==> src/rtl/keypad_pkg.sv <==
// Shared constants, FSM encoding and key-map helpers for the keypad entry controller.
package keypad_pkg;

    localparam int unsigned ROW_W  = 2;
    localparam int unsigned COL_W  = 2;
    localparam int unsigned CODE_W = 4;

    localparam logic [CODE_W-1:0] KEY_C = 4'd10;
    localparam logic [CODE_W-1:0] KEY_M = 4'd11;

    typedef enum logic [1:0] {
        ST_SCAN     = 2'd0,
        ST_DEBOUNCE = 2'd1,
        ST_PRESSED  = 2'd2
    } kp_state_e;

    // Keypad layout 1 2 3 / 4 5 6 / 7 8 9 / C 0 M.
    function automatic logic [CODE_W-1:0] key_code_of(input logic [ROW_W-1:0] row,
                                                      input logic [COL_W-1:0] col);
        logic [CODE_W-1:0] code;
        if (row == 2'd3) begin
            case (col)
                2'd0:    code = KEY_C;
                2'd1:    code = 4'd0;
                default: code = KEY_M;
            endcase
        end else begin
            code = 4'(row) * 4'd3 + 4'(col) + 4'd1;
        end
        return code;
    endfunction

    // Overlay region index, row-major over the 4x3 grid.
    function automatic logic [3:0] hl_index_of(input logic [ROW_W-1:0] row,
                                               input logic [COL_W-1:0] col);
        return 4'(row) * 4'd3 + 4'(col);
    endfunction

    function automatic logic is_digit(input logic [CODE_W-1:0] code);
        return (code <= 4'd9);
    endfunction

endpackage

==> src/rtl/keypad_tick_gen.sv <==
// Scan-tick prescaler: one-cycle strobe every CLK_DIV pclk cycles.
module keypad_tick_gen #(
    parameter int unsigned CLK_DIV = 50000
) (
    input  logic pclk,
    input  logic rst_n,
    output logic tick
);

    localparam int unsigned CNT_W = $clog2(CLK_DIV);
    localparam logic [CNT_W-1:0] CNT_MAX = CNT_W'(CLK_DIV - 1);

    logic [CNT_W-1:0] cnt;

    // Free-running divider; strobe registered on wrap.
    always_ff @(posedge pclk or negedge rst_n) begin
        if (!rst_n) begin
            cnt  <= '0;
            tick <= 1'b0;
        end else if (cnt == CNT_MAX) begin
            cnt  <= '0;
            tick <= 1'b1;
        end else begin
            cnt  <= cnt + CNT_W'(1);
            tick <= 1'b0;
        end
    end

endmodule

==> src/rtl/keypad_entry_ctrl.sv <==
// 4x3 keypad scanner, debouncer and BCD entry accumulator.
// Optional build macro: KEYPAD_REPEAT_EN enables auto-repeat of held digit keys.
module keypad_entry_ctrl
    import keypad_pkg::*;
#(
    parameter int unsigned CLK_DIV     = 50000,
    parameter int unsigned DEB_TICKS   = 10,
    parameter int unsigned DIGITS      = 3,
    parameter int unsigned REPEAT_DLY  = 500,
    parameter int unsigned REPEAT_RATE = 100
) (
    input  logic                  pclk,
    input  logic                  rst_n,
    output logic [3:0]            row_o,
    input  logic [2:0]            col_i,
    output logic                  key_valid,
    output logic [3:0]            key_code,
    output logic                  hl_en,
    output logic [3:0]            hl_idx,
    output logic [4*DIGITS-1:0]   entry_bcd,
    output logic [3:0]            entry_len,
    output logic                  value_commit,
    output logic [4*DIGITS-1:0]   value_out
);

    localparam int unsigned ENT_W = 4 * DIGITS;
    localparam int unsigned DEB_W = $clog2(DEB_TICKS + 1);
    localparam logic [DEB_W-1:0] DEB_MAX = DEB_W'(DEB_TICKS);
    localparam logic [3:0]       LEN_MAX = 4'(DIGITS);

    // Reject parameter sets the datapath cannot represent.
    if (CLK_DIV < 2 || DEB_TICKS == 0 || DIGITS == 0 || DIGITS > 15 ||
        REPEAT_DLY == 0 || REPEAT_RATE == 0) begin : g_param_err
        $error("keypad_entry_ctrl: invalid parameter set");
    end

    logic            tick;
    logic [2:0]      col_meta;
    logic [2:0]      col_sync;
    kp_state_e       state, state_nxt;
    logic [1:0]      row_ptr, row_ptr_nxt;
    logic [1:0]      cap_col, cap_col_nxt;
    logic [DEB_W-1:0] deb_cnt, deb_cnt_nxt;
    logic            any_low_c;
    logic [1:0]      first_low_c;
    logic            cap_low_c;
    logic [DEB_W-1:0] deb_inc_c;
    logic            deb_done_c;
    logic            accept_c;
    logic            release_c;
    logic            repeat_c;

    keypad_tick_gen #(.CLK_DIV(CLK_DIV)) u_tick (
        .pclk  (pclk),
        .rst_n (rst_n),
        .tick  (tick)
    );

    // Two-flop synchronizer; columns idle high through the pull-ups.
    always_ff @(posedge pclk or negedge rst_n) begin
        if (!rst_n) begin
            col_meta <= 3'b111;
            col_sync <= 3'b111;
        end else begin
            col_meta <= col_i;
            col_sync <= col_meta;
        end
    end

    // Column decode: lowest low column wins, plus the captured column's level.
    always_comb begin
        any_low_c   = (col_sync != 3'b111);
        first_low_c = 2'd2;
        if (!col_sync[0])      first_low_c = 2'd0;
        else if (!col_sync[1]) first_low_c = 2'd1;
        cap_low_c   = !col_sync[cap_col];
        deb_inc_c   = deb_cnt + DEB_W'(1);
        deb_done_c  = (deb_inc_c == DEB_MAX);
    end

    // FSM state register.
    always_ff @(posedge pclk or negedge rst_n) begin
        if (!rst_n) state <= ST_SCAN;
        else        state <= state_nxt;
    end

    // FSM next-state logic.
    always_comb begin
        state_nxt = state;
        unique case (state)
            ST_SCAN: begin
                if (tick && any_low_c)
                    state_nxt = (DEB_TICKS == 1) ? ST_PRESSED : ST_DEBOUNCE;
            end
            ST_DEBOUNCE: begin
                if (tick) begin
                    if (!cap_low_c)      state_nxt = ST_SCAN;
                    else if (deb_done_c) state_nxt = ST_PRESSED;
                end
            end
            ST_PRESSED: begin
                if (tick && !cap_low_c && deb_done_c) state_nxt = ST_SCAN;
            end
            default: state_nxt = ST_SCAN;
        endcase
    end

    // FSM outputs: row/column/counter updates and press/release strobes.
    always_comb begin
        row_ptr_nxt = row_ptr;
        cap_col_nxt = cap_col;
        deb_cnt_nxt = deb_cnt;
        accept_c    = 1'b0;
        release_c   = 1'b0;
        unique case (state)
            ST_SCAN: begin
                if (tick) begin
                    if (any_low_c) begin
                        cap_col_nxt = first_low_c;
                        if (DEB_TICKS == 1) begin
                            accept_c    = 1'b1;
                            deb_cnt_nxt = '0;
                        end else begin
                            deb_cnt_nxt = DEB_W'(1);
                        end
                    end else begin
                        row_ptr_nxt = row_ptr + 2'd1;
                    end
                end
            end
            ST_DEBOUNCE: begin
                if (tick) begin
                    if (!cap_low_c) begin
                        deb_cnt_nxt = '0;
                    end else if (deb_done_c) begin
                        accept_c    = 1'b1;
                        deb_cnt_nxt = '0;
                    end else begin
                        deb_cnt_nxt = deb_inc_c;
                    end
                end
            end
            ST_PRESSED: begin
                if (tick) begin
                    if (cap_low_c) begin
                        deb_cnt_nxt = '0;
                    end else if (deb_done_c) begin
                        release_c   = 1'b1;
                        deb_cnt_nxt = '0;
                        row_ptr_nxt = row_ptr + 2'd1;
                    end else begin
                        deb_cnt_nxt = deb_inc_c;
                    end
                end
            end
            default: begin
                deb_cnt_nxt = '0;
            end
        endcase
    end

    // Scan datapath registers and row drive.
    always_ff @(posedge pclk or negedge rst_n) begin
        if (!rst_n) begin
            row_ptr <= '0;
            cap_col <= '0;
            deb_cnt <= '0;
            row_o   <= 4'b1111;
        end else begin
            row_ptr <= row_ptr_nxt;
            cap_col <= cap_col_nxt;
            deb_cnt <= deb_cnt_nxt;
            row_o   <= ~(4'b0001 << row_ptr_nxt);
        end
    end

`ifdef KEYPAD_REPEAT_EN
    localparam int unsigned RPT_MAX = (REPEAT_DLY > REPEAT_RATE) ? REPEAT_DLY : REPEAT_RATE;
    localparam int unsigned RPT_W   = $clog2(RPT_MAX + 1);

    logic [RPT_W-1:0] rpt_cnt, rpt_cnt_nxt;
    logic [RPT_W-1:0] rpt_lim_c;
    logic             rpt_armed, rpt_armed_nxt;

    // Held-digit repeat: first interval REPEAT_DLY, then REPEAT_RATE.
    always_comb begin
        rpt_cnt_nxt   = rpt_cnt;
        rpt_armed_nxt = rpt_armed;
        repeat_c      = 1'b0;
        rpt_lim_c     = rpt_armed ? RPT_W'(REPEAT_RATE) : RPT_W'(REPEAT_DLY);
        if (accept_c) begin
            rpt_cnt_nxt   = '0;
            rpt_armed_nxt = 1'b0;
        end else if (state == ST_PRESSED && tick && cap_low_c && is_digit(key_code)) begin
            if (rpt_cnt + RPT_W'(1) == rpt_lim_c) begin
                repeat_c      = 1'b1;
                rpt_cnt_nxt   = '0;
                rpt_armed_nxt = 1'b1;
            end else begin
                rpt_cnt_nxt = rpt_cnt + RPT_W'(1);
            end
        end
    end

    // Repeat counter registers.
    always_ff @(posedge pclk or negedge rst_n) begin
        if (!rst_n) begin
            rpt_cnt   <= '0;
            rpt_armed <= 1'b0;
        end else begin
            rpt_cnt   <= rpt_cnt_nxt;
            rpt_armed <= rpt_armed_nxt;
        end
    end
`else
    assign repeat_c = 1'b0;
`endif

    // Key event and overlay highlight registers.
    always_ff @(posedge pclk or negedge rst_n) begin
        if (!rst_n) begin
            key_valid <= 1'b0;
            key_code  <= '0;
            hl_en     <= 1'b0;
            hl_idx    <= '0;
        end else begin
            key_valid <= accept_c | repeat_c;
            if (accept_c) begin
                key_code <= key_code_of(row_ptr, cap_col_nxt);
                hl_idx   <= hl_index_of(row_ptr, cap_col_nxt);
                hl_en    <= 1'b1;
            end else if (release_c) begin
                hl_en    <= 1'b0;
            end
        end
    end

    // BCD entry accumulation and commit, one cycle after each key event.
    always_ff @(posedge pclk or negedge rst_n) begin
        if (!rst_n) begin
            entry_bcd    <= '0;
            entry_len    <= '0;
            value_commit <= 1'b0;
            value_out    <= '0;
        end else begin
            value_commit <= 1'b0;
            if (key_valid) begin
                if (key_code == KEY_C) begin
                    entry_bcd <= '0;
                    entry_len <= '0;
                end else if (key_code == KEY_M) begin
                    if (entry_len != 4'd0) begin
                        value_out    <= entry_bcd;
                        value_commit <= 1'b1;
                        entry_bcd    <= '0;
                        entry_len    <= '0;
                    end
                end else if (entry_len < LEN_MAX) begin
                    entry_bcd <= (entry_bcd << 4) | ENT_W'(key_code);
                    entry_len <= entry_len + 4'd1;
                end
            end
        end
    end

endmodule

==> config.mk <==
export PLATFORM = sky130hd
export DESIGN_NAME = keypad_entry_ctrl
export DESIGN_NICKNAME = d
export VERILOG_FILES = /design/src/rtl/keypad_pkg.sv /design/src/rtl/keypad_tick_gen.sv /design/src/rtl/keypad_entry_ctrl.sv
export SDC_FILE = /design/constraint.sdc
export NUM_CORES = 1
export LEC_CHECK = 0
export ABC_AREA = 0
export CORE_MARGIN = 2
export CORE_UTILIZATION = 37
export CTS_CLUSTER_DIAMETER = 150
export CTS_CLUSTER_SIZE = 16
export DETAILED_ROUTE_END_ITERATION = 7
export GPL_TIMING_DRIVEN = 0
export PLACE_DENSITY = 0.6
export SKIP_CTS_REPAIR_TIMING = 1
export SLEW_MARGIN = 25
export SYNTH_ARGS = -nofsm -noshare
export SYNTH_HDL_FRONTEND = slang
export SYNTH_SLANG_ARGS = --single-unit
==> constraint.sdc <==
create_clock -name pclk -period 6.6 [get_ports pclk]
set_input_delay 0.66 -clock pclk [delete_from_list [all_inputs] [get_ports pclk]]
set_output_delay 0.66 -clock pclk [all_outputs]
set_load 0.05 [all_outputs]
==> flow_summary.json <==
{
  "status": "finished, final reports clean",
  "final.min_clock_period_ns": 3.48,
  "hold_viol_final": 0,
  "worstSkewPairLatency_ns": 0.35,
  "die_y_um": 102,
  "drive_gt1_share_pct": 13.3,
  "ios": 48,
  "path_class": "register to register",
  "route.detailed.drc": 0,
  "placed_cells": 512,
  "initial_core_util_pct": 38.2,
  "power_density_nw_per_um2": 207,
  "dr_total_vias": 2589,
  "drt_iter0_drc": 74,
  "final_antenna_net_count": 0,
  "fin_worst_skew_ns": 0.0128,
  "ys_ff_latch": 76,
  "wire_per_inst_um": 13.0,
  "dp_hpwl_um": 4970,
  "cts_made_buffers": 9,
  "grt_pass1_wl_um": 11700,
  "end_kind": "register",
  "synth_cells": 335,
  "slew_viol_final": 0,
  "finalNonFillerCells": 528,
  "timing.final.crit_share_pct": 52.7,
  "port-buffer-count": 47,
  "fill_cells": 863,
  "htreeDepth": 3,
  "final_cell_mix": "66 x dfrtp_1, 53 x nand2_1, 46 x clkdlybuf4s50_1",
  "reg2regPathDepth": 12,
  "cp.arrival_ns": 3.68,
  "fmax_mhz": 288,
  "tns_ns": 0,
  "die-area_um2": 10300,
  "cts_sinks": 76,
  "worstPathRequired_ns": 6.80,
  "async_flop_share_pct": 100,
  "hp-class": "input port to async pin",
  "avgViaCountPerCell": 4.90,
  "antenna_found_initial": 0,
  "maxCapViolations": 0,
  "gp_congestion": 0.785,
  "start_kind": "register",
  "syn_to_final_growth_pct": 25.5,
  "ys_types": 50,
  "coreArea_um2": 9240,
  "leakagePower_nw": 1.96,
  "cts-root-buf": "clkbuf_8",
  "path_clk_slew_ns": 0.09,
  "wl_um": 6870,
  "cts_tree": "done",
  "setup_viol": 0,
  "cp_max_fo": 10,
  "synth_seq_area_share_pct": 54.3,
  "overflow": 0,
  "syn_nets": 351,
  "antennaDiodeCount": 0,
  "grt_max_degree": 49,
  "rr_startpoint": "state[1]$_DFFE_PN0P_",
  "grtUsageTotal_pct": 14.6,
  "final_common_cell": "dfrtp_1",
  "synthFlopType": "dfrtp_1",
  "synth_area_um2": 3530,
  "vdd_ir_drop_max_uv": 111,
  "fp.dieW_um": 102,
  "clockBufferDepth": 2,
  "total_power_uw": 919,
  "fin_nets": 410,
  "grt_pass1_vias": 2429,
  "r2r_slack_ns": 3.12,
  "avgSynthCellArea_um2": 10.5,
  "ys_warn_count": 0,
  "rsz0062_at_grt": "false",
  "rows": 35,
  "reg2reg_to": "key_code[3]$_DFFE_PN0P_",
  "tightestPinTransition_ns": 0.722,
  "relSlewSlack_pct": 51.5,
  "dr.pass1.iters": 4,
  "synth_edf_count": 0
}
flip-flops by register name, summed over array words and instances, names as in the netlist, 2 cells and up:
| register | cells |
|---|---|
| hl_idx | 4 |
| row_ptr | 2 |
| u_tick.cnt | 16 |
| row_o | 4 |
| entry_len | 4 |
| key_code | 4 |
| value_out | 12 |
| deb_cnt | 4 |
| state | 2 |
| entry_bcd | 12 |
| col_meta | 3 |
| cap_col | 2 |
| col_sync | 3 |
metal layers:
layer | vias to the layer above | global-route usage, % | wire length [um]
met5 | - | 0 | 0
met4 | 0 | 6.24 | 125
met3 | 9 | 3.66 | 324
met2 | 59 | 22.2 | 3070
met1 | 1236 | 19.7 | 3360
li1 | 1285 | - | -
critical path: stages, from the launching register on:
cell and delay (ns):
dfrtp_1 0.43, or3b_1 0.39, clkbuf_1 0.23, o21ba_2 0.25
nor2_1 0.26, fa_1 0.48, ha_1 0.20, inv_1 0.06
fa_1 0.45, nand3b_1 0.19, xor2_1 0.15, a21oi_1 0.16
o21ai_0 0.09
cell type report:
type / count / area [um^2] / area share, %
Buffer: 10 / 38.8 / 0.876
Clock buffer: 12 / 145 / 3.28
Clock inverter: 4 / 98.8 / 2.23
Inverter: 13 / 48.8 / 1.10
Multi-Input combinational cell: 236 / 1530 / 34.5
Sequential cell: 76 / 1910 / 43.2
Tap cell: 129 / 161 / 3.64
Timing Repair Buffer: 48 / 495 / 11.2
worst max-delay path by stage:
stage                               startpoint                 endpoint
after global routing      state[0]$_DFFE_PN0P_  key_code[3]$_DFFE_PN0P_
after global placement                   rst_n   deb_cnt[3]$_DFFE_PN0P_
after CTS                 state[1]$_DFFE_PN0P_  key_code[3]$_DFFE_PN0P_
final                     state[1]$_DFFE_PN0P_  key_code[3]$_DFFE_PN0P_
after detailed placement  state[1]$_DFFE_PN0P_  key_code[3]$_DFFE_PN0P_
after floorplan           state[1]$_DFFE_PN0P_  key_code[3]$_DFFE_PN0P_
where the power goes:
| group | leakage [nW] | total [mW] | switching, mW | internal [mW] |
|---|---|---|---|---|
| registers | 1.01 | 0.471 | 0.00192 | 0.469 |
| clock network | 0.121 | 0.432 | 0.170 | 0.263 |
| logic | 0.831 | 0.0159 | 0.0113 | 0.00462 |
through the flow:
stage / setup WS, ns / utilization (%) / hold WS (ns) / instance area, um^2
floorplan: 3.52 / - / 0.345 / 3530
global placement: 2.24 / 45.0 / 0.346 / 4160
detailed placement: 3.19 / 45.3 / 0.347 / 4190
CTS: 3.17 / 47.9 / 0.232 / 4430
global route: 2.93 / 47.9 / 0.251 / 4430
finish: 3.12 / 47.9 / 0.235 / 4430
logic make-up (layout without fill, tap and decap cells):
family,count (synthesis),count (layout),share of synthesized area (%)
AO/OA/AOI/OAI,69,69,13.0
XOR/XNOR,16,16,3.97
adder cells (fa/ha/maj),11,11,4.33
buffers and inverters,23,87,2.48
flip-flops,76,76,54.3
multiplexers,17,17,5.39
AND/OR/NAND/NOR,123,123,16.5
synthesized netlist by cell type (3+ instances only):
| master | number | share of area [%] |
|---|---|---|
| o211ai_1 | 4 | 0.85 |
| a31oi_1 | 3 | 0.53 |
| dfstp_2 | 10 | 7.4 |
| dfrtp_1 | 66 | 47 |
| clkbuf_1 | 9 | 0.96 |
| o21a_1 | 3 | 0.64 |
| nor2b_1 | 5 | 0.89 |
| inv_1 | 13 | 1.4 |
| o31ai_1 | 4 | 0.85 |
| nand3_1 | 10 | 1.4 |
| nor2_1 | 23 | 2.4 |
| xor2_1 | 11 | 2.7 |
| xnor2_1 | 5 | 1.2 |
| nand2b_1 | 5 | 0.89 |
| nand4_1 | 4 | 0.71 |
| mux2_2 | 16 | 5.1 |
| o21ai_0 | 25 | 3.5 |
| nor3_1 | 5 | 0.71 |
| ha_1 | 9 | 3.2 |
| a21oi_1 | 11 | 1.6 |
| nand3b_1 | 5 | 1.1 |
| nand2_1 | 53 | 5.6 |
Power figures use the tool's default switching activity.
